--- src/rtl/fetch_stage_pkg.sv ---
// -----------------------------------------------------------------------------
// fetch_stage_pkg
// Shared pipeline definitions for the instruction fetch stage:
//   - fetch FSM state encoding
//   - instruction / PC widths, NOP encoding, PC increment
//   - PC alignment helper (fetch addresses are always word aligned)
// -----------------------------------------------------------------------------
package fetch_stage_pkg;

    localparam int unsigned INSTR_W   = 32;
    localparam int unsigned PC_W      = 32;
    localparam logic [INSTR_W-1:0] NOP_INSTR = 32'h0000_0000;
    localparam logic [PC_W-1:0]    PC_INC    = 32'h0000_0004;

    // REQ : request issued this cycle
    // WAIT: one request outstanding, response will be used
    // HOLD: response captured while stalled, waiting to enter IF/ID
    // DROP: one request outstanding, response must be discarded
    typedef enum logic [1:0] {
        ST_REQ  = 2'b00,
        ST_WAIT = 2'b01,
        ST_HOLD = 2'b10,
        ST_DROP = 2'b11
    } fetch_state_e;

    // Force a byte address onto a word boundary.
    function automatic logic [PC_W-1:0] align_pc(input logic [PC_W-1:0] addr);
        return {addr[PC_W-1:2], 2'b00};
    endfunction

endpackage

--- src/rtl/fetch_stage_if_id_reg.sv ---
// -----------------------------------------------------------------------------
// if_id_reg
// IF/ID pipeline register with load / hold / clear controls.
//   clk, rst_n   : clock, asynchronous active-low reset
//   load         : capture instr_in / pc_in (pc4 = pc_in + 4), valid <= 1
//   clear        : insert a bubble (valid <= 0, instr <= NOP); wins over load
//   (neither)    : hold current contents
//   valid, instr, pc, pc4 : register contents towards decode
// -----------------------------------------------------------------------------
module if_id_reg
    import fetch_stage_pkg::*;
(
    input  logic               clk,
    input  logic               rst_n,
    input  logic               load,
    input  logic               clear,
    input  logic [INSTR_W-1:0] instr_in,
    input  logic [PC_W-1:0]    pc_in,
    output logic               valid,
    output logic [INSTR_W-1:0] instr,
    output logic [PC_W-1:0]    pc,
    output logic [PC_W-1:0]    pc4
);

    // IF/ID storage; a bubble leaves pc/pc4 untouched since they are
    // meaningless while valid is low.
    always_ff @(posedge clk or negedge rst_n) begin
        if (!rst_n) begin
            valid <= 1'b0;
            instr <= NOP_INSTR;
            pc    <= 32'h0000_0000;
            pc4   <= 32'h0000_0000;
        end else if (clear) begin
            valid <= 1'b0;
            instr <= NOP_INSTR;
        end else if (load) begin
            valid <= 1'b1;
            instr <= instr_in;
            pc    <= pc_in;
            pc4   <= pc_in + PC_INC;
        end else begin
            valid <= valid;
            instr <= instr;
            pc    <= pc;
            pc4   <= pc4;
        end
    end

endmodule

--- src/rtl/fetch_stage.sv ---
// -----------------------------------------------------------------------------
// fetch_stage
// Instruction fetch stage with a single-outstanding-request memory interface.
//   RESET_PC     : PC loaded on reset
//   clk, rst_n   : clock, asynchronous active-low reset
//   stall        : hold PC and IF/ID (in-flight request still completes)
//   flush        : redirect PC to redirect_pc and squash IF/ID (beats stall)
//   redirect_pc  : redirect target, low two bits ignored
//   imem_req/imem_addr       : fetch request strobe and word address
//   imem_rvalid/imem_rdata   : fetch response
//   id_valid/id_instr/id_pc/id_pc4 : IF/ID register outputs
//   fetch_busy   : a request is outstanding (WAIT or DROP)
// -----------------------------------------------------------------------------
module fetch_stage
    import fetch_stage_pkg::*;
#(
    parameter logic [31:0] RESET_PC = 32'h0000_0000
)
(
    input  logic               clk,
    input  logic               rst_n,
    input  logic               stall,
    input  logic               flush,
    input  logic [PC_W-1:0]    redirect_pc,
    output logic               imem_req,
    output logic [PC_W-1:0]    imem_addr,
    input  logic               imem_rvalid,
    input  logic [INSTR_W-1:0] imem_rdata,
    output logic               id_valid,
    output logic [INSTR_W-1:0] id_instr,
    output logic [PC_W-1:0]    id_pc,
    output logic [PC_W-1:0]    id_pc4,
    output logic               fetch_busy
);

    fetch_state_e       state_r;
    fetch_state_e       state_nxt_s;
    logic [PC_W-1:0]    pc_r;
    logic [PC_W-1:0]    pc_nxt_s;
    logic [INSTR_W-1:0] hold_r;
    logic [INSTR_W-1:0] hold_nxt_s;
    logic [INSTR_W-1:0] id_src_s;
    logic               id_load_s;
    logic               id_clear_s;

    // Memory interface. The request is gated by rst_n so nothing is issued
    // while reset is held, and by flush so a stale PC is never fetched.
    // imem_rdata has no path to imem_req.
    assign imem_req   = rst_n & (state_r == ST_REQ) & ~flush;
    assign imem_addr  = align_pc(pc_r);
    assign fetch_busy = (state_r == ST_WAIT) | (state_r == ST_DROP);

    // Next-state, PC, hold buffer and IF/ID control decode.
    always_comb begin
        state_nxt_s = state_r;
        pc_nxt_s    = pc_r;
        hold_nxt_s  = hold_r;
        id_src_s    = imem_rdata;
        id_load_s   = 1'b0;
        id_clear_s  = 1'b0;

        if (flush) begin
            pc_nxt_s   = align_pc(redirect_pc);
            hold_nxt_s = NOP_INSTR;
            id_clear_s = 1'b1;
            // With a request outstanding we must still swallow its
            // response; if it lands this very cycle it is already gone.
            if ((state_r == ST_WAIT) || (state_r == ST_DROP)) begin
                state_nxt_s = imem_rvalid ? ST_REQ : ST_DROP;
            end else begin
                state_nxt_s = ST_REQ;
            end
        end else begin
            case (state_r)
                ST_REQ: begin
                    state_nxt_s = ST_WAIT;
                    id_clear_s  = ~stall;
                end
                ST_WAIT: begin
                    if (imem_rvalid) begin
                        if (stall) begin
                            hold_nxt_s  = imem_rdata;
                            state_nxt_s = ST_HOLD;
                        end else begin
                            id_load_s   = 1'b1;
                            pc_nxt_s    = pc_r + PC_INC;
                            state_nxt_s = ST_REQ;
                        end
                    end else begin
                        id_clear_s  = ~stall;
                        state_nxt_s = ST_WAIT;
                    end
                end
                ST_HOLD: begin
                    if (!stall) begin
                        id_src_s    = hold_r;
                        id_load_s   = 1'b1;
                        pc_nxt_s    = pc_r + PC_INC;
                        hold_nxt_s  = NOP_INSTR;
                        state_nxt_s = ST_REQ;
                    end else begin
                        state_nxt_s = ST_HOLD;
                    end
                end
                ST_DROP: begin
                    id_clear_s  = ~stall;
                    state_nxt_s = imem_rvalid ? ST_REQ : ST_DROP;
                end
                default: begin
                    id_clear_s  = 1'b1;
                    state_nxt_s = ST_REQ;
                end
            endcase
        end
    end

    // FSM state, PC and hold buffer registers.
    always_ff @(posedge clk or negedge rst_n) begin
        if (!rst_n) begin
            state_r <= ST_REQ;
            pc_r    <= RESET_PC;
            hold_r  <= NOP_INSTR;
        end else begin
            state_r <= state_nxt_s;
            pc_r    <= pc_nxt_s;
            hold_r  <= hold_nxt_s;
        end
    end

    if_id_reg u_if_id (
        .clk      (clk),
        .rst_n    (rst_n),
        .load     (id_load_s),
        .clear    (id_clear_s),
        .instr_in (id_src_s),
        .pc_in    (pc_r),
        .valid    (id_valid),
        .instr    (id_instr),
        .pc       (id_pc),
        .pc4      (id_pc4)
    );

endmodule

--- config.mk ---
export PLATFORM = sky130hd
export DESIGN_NAME = fetch_stage
export DESIGN_NICKNAME = d
export VERILOG_FILES = /design/src/rtl/fetch_stage_pkg.sv /design/src/rtl/fetch_stage_if_id_reg.sv /design/src/rtl/fetch_stage.sv
export SDC_FILE = /design/constraint.sdc
export NUM_CORES = 1
export LEC_CHECK = 0
export ABC_CLOCK_PERIOD_IN_PS = 5100
export CELL_PAD_IN_SITES_DETAIL_PLACEMENT = 0
export CELL_PAD_IN_SITES_GLOBAL_PLACEMENT = 1
export CORE_ASPECT_RATIO = 1.25
export CORE_MARGIN = 3
export CORE_UTILIZATION = 41
export CTS_CLUSTER_SIZE = 30
export DETAILED_ROUTE_END_ITERATION = 8
export PLACE_DENSITY_LB_ADDON = 0.1
export SETUP_SLACK_MARGIN = 0.1
export SYNTH_ARGS = -nofsm -noshare
export SYNTH_HDL_FRONTEND = slang
export SYNTH_SLANG_ARGS = --single-unit
--- constraint.sdc ---
create_clock -name clk -period 5.1 [get_ports clk]
set_clock_uncertainty 0.2 [all_clocks]
set_input_delay 1.02 -clock clk [delete_from_list [all_inputs] [get_ports clk]]
set_output_delay 1.02 -clock clk [all_outputs]
set_load 0.02 [all_outputs]
# After elaboration in Yosys (flattened, before gate mapping)
# Index checks and enable logic that the tools add are counted.
[classes]
n_addsub = 1
eq_ne = 5
muxes = 28
bitwise_logic = 6
n_reduce_logical = 8
[op_table]
columns = ["op", "n"]
rows = [
  ["32-bit 2-to-1 mux", 11],
  ["32-bit case mux with 2 select lines", 2],
  ["32-bit by 3-bit adder with 32-bit output (second input constant)", 1],
  ["2-bit 2-to-1 mux", 5],
  ["2-bit case mux with 4 select lines", 1],
  ["1-bit 2-to-1 mux", 7],
  ["3-bit != test (second input constant)", 2],
  ["2-bit == test (second input constant)", 2],
  ["1-bit case mux with 2 select lines", 2],
  ["2-bit AND reduction", 2],
  ["1-bit NOT", 3],
  ["3-bit AND reduction", 1],
  ["3-bit nonzero test", 1],
  ["1-bit AND", 2],
  ["2-bit by 1-bit == test with 1-bit output (second input constant)", 1],
  ["2-bit logical NOT", 1],
  ["2-bit nonzero test", 1],
  ["2-bit OR reduction", 1],
  ["1-bit logical OR", 1],
  ["1-bit OR", 1],
]
[totals]
regBits = 163
in_bits = 69
out_inout_bits = 131
elab_cells = 55

# Longest topological paths before layout
# Gate-level depths: netlist of the first run.
[depth]
ltp_word = 6
depth_mapped = 9
depth_no_buf = 6

# Cells and area by module
# A second synthesis of the first run with hierarchy kept.
[hier_totals]
cells_unflattened = 810
area_unflattened_um2 = 7996.4
[by_module_without_submodules]
columns = ["module", "instances", "cells_each", "area_per_inst_um2", "seq_area_each_um2"]
rows = [
  ["if_id_reg", 1, 444, 4246.6, 2377.3],
  ["fetch_stage", 1, 366, 3749.8, 1601.5],
]

# Worst setup path after synthesis of the first run
# No wires, ideal clock.
[synth_path]
path_type = "input-to-output"
startpoint = "in flush"
endpoint = "out imem_req"
arrival_ns = 1.846
required_time_ns = 3.880
slack_ns = 2.034
cell_stages = 4
cell_sequence = "clkbuf_1 -> clkinv_1 -> clkbuf_1 -> and3_1"
[synth_via]
elab_chain_cells = 2
[synth_rtl]
columns = ["element", "line_no", "source"]
rows = [
  ["from (decl)", "fetch_stage.sv:23", "input logic flush,"],
  ["1-bit NOT", "fetch_stage.sv:49", "assign imem_req = rst_n & (state_r == ST_REQ) & ~flush;"],
  ["1-bit AND", "fetch_stage.sv:49", ""],
  ["to (decl)", "fetch_stage.sv:25", "output logic imem_req,"],
]
# No other way between the ends.

# Worst setup path after layout of the first run
[layout_path]
startpoint = "in stall"
endpoint = "reg u_if_id.pc[5]"
[layout_via]
elab_chain_cells = 6
word_cells_on_any_way = 10
cone_classes = "7 x mux; 2 x bitwise; 1 x reduce/logical"
[layout_rtl]
columns = ["element", "line_no", "source"]
rows = [
  ["from (decl)", "fetch_stage.sv:22", "input logic stall,"],
  ["1-bit NOT", "fetch_stage.sv:77, fetch_stage.sv:90, fetch_stage.sv:106", ""],
  ["1-bit 2-to-1 mux", "fetch_stage.sv:80", "if (imem_rvalid) begin"],
  ["1-bit case mux with 2 select lines", "fetch_stage.sv:74", "case (state_r)"],
  ["1-bit 2-to-1 mux", "fetch_stage.sv:62", "if (flush) begin"],
  ["1-bit NOT (no source line)", "--", ""],
  ["2-bit AND reduction (no source line) *", "--", ""],
  ["to (signal assigned)", "fetch_stage_if_id_reg.sv:39", "pc <= pc_in;"],
  ["to (signal assigned)", "fetch_stage_if_id_reg.sv:44", "pc <= pc;"],
  ["to (decl)", "fetch_stage_if_id_reg.sv:21", "output logic [PC_W-1:0] pc,"],
]
# Mark *: on every way between the ends. The rest lies on a longest branch, timed or not.
# A chain may end at the register's enable or synchronous reset.

==> results of run 1 <==
report_power, final:
part           switching (µW)  internal (µW)  total [µW]  leakage, µW
clock network             509            725        1230     0.000263
logic                     744            722        1470      0.00174
registers                 221           1520        1740      0.00200
worst max-delay path, delay by kind of cell:
kind          cells  cell delay (ns)
buf+inv           4             1.23
mux               1             0.48
simple gates      2             0.88
registers in the layout, summed over array words and instances, names as in the netlist:
register and flops:
u_if_id.pc4 30, hold_r 32, u_if_id.valid 1, u_if_id.instr 32, pc_r 30, state_r 2
u_if_id.pc 30
path summary, 6_finish.rpt:
path / cells after the start / startpoint / end
min in group clk: 1 / u_if_id.instr[22]$_DFFE_PN0P_ / u_if_id.instr[22]$_DFFE_PN0P_
min reg2reg: 1 / u_if_id.instr[22]$_DFFE_PN0P_ / u_if_id.instr[22]$_DFFE_PN0P_
max reg2reg: 5 / pc_r[2]$_DFFE_PN0P_ / pc_r[26]$_DFFE_PN0P_
max: 7 / stall / u_if_id.pc[5]$_DFFE_PN0P_
max in group asynchronous: 3 / rst_n / u_if_id.pc4[9]$_DFFE_PN0P_
min: 1 / rst_n / hold_r[13]$_DFFE_PN0P_
cell families (layout without fill, tap and decap cells):
| kind of cell | after synthesis | in the layout | share of synthesized area [%] |
|---|---|---|---|
| compound gates | 183 | 183 | 17.22 |
| xor+xnor | 20 | 20 | 2.362 |
| fa+ha+maj | 6 | 6 | 1.012 |
| buf+inv | 75 | 243 | 4.554 |
| flops | 157 | 157 | 52.97 |
| mux | 72 | 72 | 10.34 |
| other cells | 1 | 6 | 0.05056 |
| simple gates | 151 | 151 | 11.49 |
cell usage after synthesis, drive strengths merged, types with 2 or more instances:
cell | n | area (µm²)
o21ai | 25 | 125.1
buf | 24 | 145.1
ha | 6 | 75.07
nor3 | 9 | 45.04
clkbuf | 41 | 155.1
nand4 | 12 | 87.58
nand3 | 14 | 70.07
o31ai | 18 | 135.1
inv | 9 | 33.78
nor2b | 3 | 18.77
and3 | 3 | 18.77
nand2b | 2 | 12.51
o211ai | 5 | 37.54
or3 | 16 | 100.1
nor2 | 20 | 75.07
a211o | 2 | 17.52
nand2 | 34 | 127.6
mux2 | 37 | 416.7
and4 | 8 | 70.07
a22o | 32 | 280.3
a31oi | 32 | 200.2
o2bb2ai | 32 | 280.3
a21oi | 32 | 160.2
xnor2 | 19 | 166.4
mux2i | 35 | 350.3
nor4 | 4 | 25.02
dfrtp | 157 | 3929
or4 | 23 | 180.2
a311oi | 2 | 17.52
stage by stage:
stage          util [%]  hold slack (ns)
3_3_place_gp      53.72           0.2704
3_5_place_dp      53.72           0.2733
2_1_floorplan         -           0.2658
4_1_cts           56.92           0.2924
5_1_grt           56.92           0.3069
6_report          56.92           0.2879
area by class of cell:
class | count | area [µm²]
Clock buffer | 19 | 442.9
Clock inverter | 11 | 121.4
Fill cell | 1568 | 7597
Inverter | 10 | 37.54
Multi-Input combinational cell | 438 | 3223
Sequential cell | 157 | 3929
Tap cell | 224 | 280.3
Timing Repair Buffer | 203 | 2003
placed cells by master (no fill, tap or decap), types with 7 or more instances in the layout:
cell type                         Yosys  routed
sky130_fd_sc_hd__inv_1                9       9
sky130_fd_sc_hd__nand4_1             10      10
sky130_fd_sc_hd__nor3_1               9       7
sky130_fd_sc_hd__a31oi_1             32      31
sky130_fd_sc_hd__o2bb2ai_1           32      32
sky130_fd_sc_hd__o31ai_1             18      18
sky130_fd_sc_hd__and4_1               8       8
sky130_fd_sc_hd__clkdlybuf4s50_1      0     190
sky130_fd_sc_hd__nor2_1              20      20
sky130_fd_sc_hd__mux2_2              37      37
sky130_fd_sc_hd__xnor2_1             19      19
sky130_fd_sc_hd__mux2i_1             35      35
sky130_fd_sc_hd__nand2_1             34      33
sky130_fd_sc_hd__clkbuf_16            0      17
sky130_fd_sc_hd__o21ai_0             24      24
sky130_fd_sc_hd__buf_4                9      12
sky130_fd_sc_hd__nand3_1             14      14
sky130_fd_sc_hd__a22o_1              32      32
sky130_fd_sc_hd__a21oi_1             32      32
sky130_fd_sc_hd__or4_1               21      21
sky130_fd_sc_hd__or3_1               16      16
sky130_fd_sc_hd__dfrtp_1            157     157
per-layer routing:
metal  share of wire (%)  wire, µm
met3                 4.6      1006
met4                 2.2       477
met5                   0         0
met1                  44      9503
met2                  49     10700
==> flow_summary.yaml, run 1 <==
cells_and_area:
  final_nets: 902
  design_area_um2: 10040
  antenna_cells: 0
  final_cell_count_no_fill: 1062
  layout-drive-gt1-share_pct: 10.74
  syn_to_final_growth_pct: 35.32
yosys:
  ys.flop_type: "sky130_fd_sc_hd__dfrtp_1"
  synthDistinctLibCells: 45
  synth_async_sr_flop_share_pct: 100.0
  post_synth_inst_count: 665
  synthesis.area_per_instance_um2: 11.15
  seq_area_frac_synth_pct: 52.97
  synth.ff_latch_count: 157
  yosys_warnings: 0
  post_synthesis_instance_area_um2: 7417
  edff_count_synth: 0
sta:
  worst_pin_slew_ns: 1.010
  relSlewSlack_pct: 32.67
  layout_setup_ws_ns: 1.555
  slew_viol_final: 0
  rsz0062_at_grt: "no"
  final-setup-viol-count: 0
  min_period_over_period_pct: 69.51
  period_needed_ns: 3.545
  fin_setup_tns_ns: 0
  maxClockFrequency_mhz: 282.1
  hold_viol: 0
clocking:
  numCtsBuffers: 17
  cts_post_setup_buffers_inserted: 0
  cts.htree.levels: 4
  clock_path_buffers: 2
  cts.sinks: 157
  worst_setup_hold_path_clk_slew_ns: 0.06
  clock_tree_from_tritoncts: "built"
  postCtsHoldBufs: 0
  post_cts.resized_instances: 0
  root_buffer: "sky130_fd_sc_hd__clkbuf_16"
  clock_insertion_delay_worst_skew_ns: 0.42
detailed_routing:
  ant_nets: 0
  avgViaCountPerCell: 5.794
  1st_pass_router_iterations: 5
  via_count: 6153
  drt-total-wl_mm: 21.69
  drc: 0
  wire_per_inst_um: 20.42
  detail_route.iter0.violations: 438
floorplanning:
  dieArea_um2: 19750
  i_o_pin_count: 200
  die_height_um: 156.4
  area_of_the_core_um2: 17630
  die_w_um: 126.3
  rows: 54
  starting_utilization_of_the_core_area_pct: 42.06
placed_design:
  dp_wirelength_mm: 14.41
  numPlacedInstances: 1032
  detailed_place.area_um2: 9473
  place.gp.congestion: 0.7767
  place_ws_ns: 1.124
  io_buffers: 191
grt:
  grt_pass1_vias: 6222
  grt_start_max_net_pins: 66
  grt.overflow.total: 0
  globalRoute.busiestLayer: "met2"
  gr-usage-met3_pct: 4.643
  grt_util_met1_pct: 29.36
  gr-usage-all-layers_pct: 22.39
  groute.layer.met2.usage_pct: 36.93
  grt_first_pass_wirelength_mm: 35.08
  antenna_found_initial: 0
min_path:
  path_class_of_the_lowest_slack_min_delay_path: "input port to async pin"
worst_setup_path:
  critical_path.most_common_cell: "sky130_fd_sc_hd__buf_4"
  worst_ep_arrival_time_ns: 3.65
  timing.critical_path.fanout_max: 65
  path_cells: "clkdlybuf4s50_1 -> buf_4 -> inv_1 -> and3_1 -> buf_4 -> nand2_4 -> mux2_2"
  critical_path_required_ns: 5.20
  worst_setup_path_start_kind: "input port"
  critical_path.endpoint_type: "flip-flop"
  rrSetupSlack_ns: 2.00
  criticalPathCategory: "input port to flip-flop"
  worst_path_largest_cell_delay_ns: 0.50
  timing.critical_path.slowest_stage_cell: "sky130_fd_sc_hd__nand2_4"
pwr:
  total_power_uw: 4444
  power-per-cell-area_nw_per_um2: 442.8
  p_leak_uw: 0.003997
  worst_ir_drop_vdd_uv: 243.8
outcome:
  status: "completed"
job:
  maxCapViolations: 0
(Power assumes the default switching activity.)
==> run 2: changes to the inputs <==
- ABC_CLOCK_PERIOD_IN_PS: 5100 -> 3100
- CORE_UTILIZATION: 41 -> 34
- clock period: 5.1 -> 3.1 ns (I/O delays scaled with it)
==> flow_summary.yaml, run 2 (synthesis gave the netlist of run 1 again) <==
sta:
  hold_viol: 0
  worst_pin_slew_ns: 1.016
  hold_slack_ns: 0.1241
  relSlewSlack_pct: 32.29
  slew_viol_final: 0
  rsz0062_at_grt: "no"
  final-setup-viol-count: 0
  period_needed_ns: 2.824
  maxClockFrequency_mhz: 354.1
  fin_setup_tns_ns: 0
  min_period_over_period_pct: 91.10
grt:
  grt_start_max_net_pins: 158
  grt_first_pass_wirelength_mm: 35.00
  gr-usage-all-layers_pct: 18.60
  grt_pass1_vias: 6156
  grt.overflow.total: 0
  antenna_found_initial: 1
cells_and_area:
  syn_to_final_growth_pct: 38.65
  design_area_um2: 10280
  layout.cells.most_common_list: "sky130_fd_sc_hd__clkdlybuf4s50_1, sky130_fd_sc_hd__dfrtp_1, sky130_fd_sc_hd__mux2_2"
  reg_top3: "hold_r: 32 flops, u_if_id.instr: 32 flops"
  filler_cell_count: 1981
  layout.cells.most_common: "sky130_fd_sc_hd__clkdlybuf4s50_1"
  final_nets: 920
  layout-drive-gt1-share_pct: 13.05
  final_cell_count_no_fill: 1133
detailed_routing:
  wire_per_inst_um: 19.56
  avgViaCountPerCell: 5.419
  drc: 0
  1st_pass_router_iterations: 6
  ant_nets: 0
  detail_route.iter0.violations: 285
  drt-total-wl_mm: 22.16
  via_count: 6140
worst_setup_path:
  worst_ep_arrival_time_ns: 2.00
  critical_path.endpoint_type: "output pin"
  criticalPathCategory: "flip-flop to output pin"
  worstReg2RegStart: "state_r[0]$_DFF_PN0_"
  rrSetupSlack_ns: 0.59
  worst_r2r_path_depth: 6
  worst_r2r_endpoint: "u_if_id.instr[31]$_DFFE_PN0P_"
  timing.critical_path.fanout_max: 9
  critical_path_required_ns: 2.28
  worst_setup_path_start_kind: "flip-flop"
pwr:
  p_leak_uw: 0.004115
  power-per-cell-area_nw_per_um2: 721.1
  power_frac_comb_pct: 33.2
  p_int_uw: 4943
  net-switching-power_uw: 2472
  power.share.switching_pct: 33.34
  worst_ir_drop_vdd_uv: 457.7
  power.share.sequential_pct: 38.2
  clkPwrFrac_pct: 28.5
  total_power_uw: 7415
placed_design:
  io_buffers: 191
  place.gp.congestion: 0.7807
  numPlacedInstances: 1100
  detailed_place.area_um2: 9683
  dp_wirelength_mm: 14.85
min_path:
  path_class_of_the_lowest_slack_min_delay_path: "input port to async pin"
job:
  maxCapViolations: 0
floorplanning:
  i_o_pin_count: 200
  rows: 59
  starting_utilization_of_the_core_area_pct: 35.13
  area_of_the_core_um2: 21110
  die_w_um: 138.1
  dieArea_um2: 23630
  die_height_um: 171.1
clocking:
  cts.sinks: 157
  numCtsBuffers: 17
  clock_insertion_delay_worst_skew_ns: 0.42
  cts.htree.levels: 4
  clock_path_buffers: 2
  postCtsHoldBufs: 0
  clock_tree_from_tritoncts: "built"
  root_buffer: "sky130_fd_sc_hd__clkbuf_16"
  worst_setup_hold_path_clk_slew_ns: 0.06
outcome:
  status: "completed"
-- run 2: cell type report --
class | count | area, µm² | share of cell area (%)
sequential | 157 | 3929 | 38.20
tap | 274 | 342.8 | 3.334
multi-input combinational | 438 | 3226 | 31.37
clock buffer | 18 | 439.2 | 4.271
antenna | 1 | 2.502 | 0.02433
timing repair buffer | 221 | 2151 | 20.91
inverter | 10 | 37.54 | 0.3650
clock inverter | 14 | 156.4 | 1.521
-- run 2: routing by layer --
metal  track usage, %  part of all wire (%)  routed length, µm
met5                0                     0                  0
met2            31.29                    50              11170
met1            24.24                    43               9592
met4            5.243                   1.2                260
met3            4.277                   5.1               1135
-- run 2: power by group through the flow --
| stage | clock network (µW) | registers [µW] | logic (µW) |
|---|---|---|---|
| after floorplan | 0 | 3330 | 681 |
| after global placement | 0 | 2860 | 2470 |
| after detailed placement | 0 | 2870 | 2500 |
| after CTS | 2180 | 2840 | 2500 |
| after global routing | 2280 | 2900 | 2640 |
| final | 2110 | 2840 | 2460 |
-- run 2: what timing repair did --
action                                  CTS  global route
buffers inserted                          0             0
endpoints found under the setup margin    0             1
resized for setup                         0             1
-- run 2: worst max-delay path: stages, from the launching register on --
cell and delay (ns):
sky130_fd_sc_hd__dfrtp_1 0.41, sky130_fd_sc_hd__inv_1 0.12, sky130_fd_sc_hd__ha_2 0.29, sky130_fd_sc_hd__nor2_1 0.08, sky130_fd_sc_hd__inv_1 0.06, sky130_fd_sc_hd__clkdlybuf4s50_1 0.63
-- run 2: worst max path at each step --
stage	cells past startpoint	slack (ns)	endpoint	start
4_1_cts	5	0.16	fetch_busy	state_r[1]$_DFF_PN0_
3_5_place_dp	5	0.27	u_if_id.instr[9]$_DFFE_PN0P_	imem_rvalid
3_3_place_gp	5	0.30	pc_r[31]$_DFFE_PN0P_	imem_rvalid
5_1_grt	5	0.15	fetch_busy	state_r[1]$_DFF_PN0_
2_1_floorplan	8	0.60	u_if_id.pc[10]$_DFFE_PN0P_	flush
6_report	5	0.28	fetch_busy	state_r[1]$_DFF_PN0_
-- run 2: through the flow --
stage,worst slack [ns],util (%)
floorplan,0.6028,-
global placement,0.3038,45.86
detailed placement,0.2672,45.86
CTS,0.1613,48.68
global route,0.1464,48.71
finish,0.2758,48.71
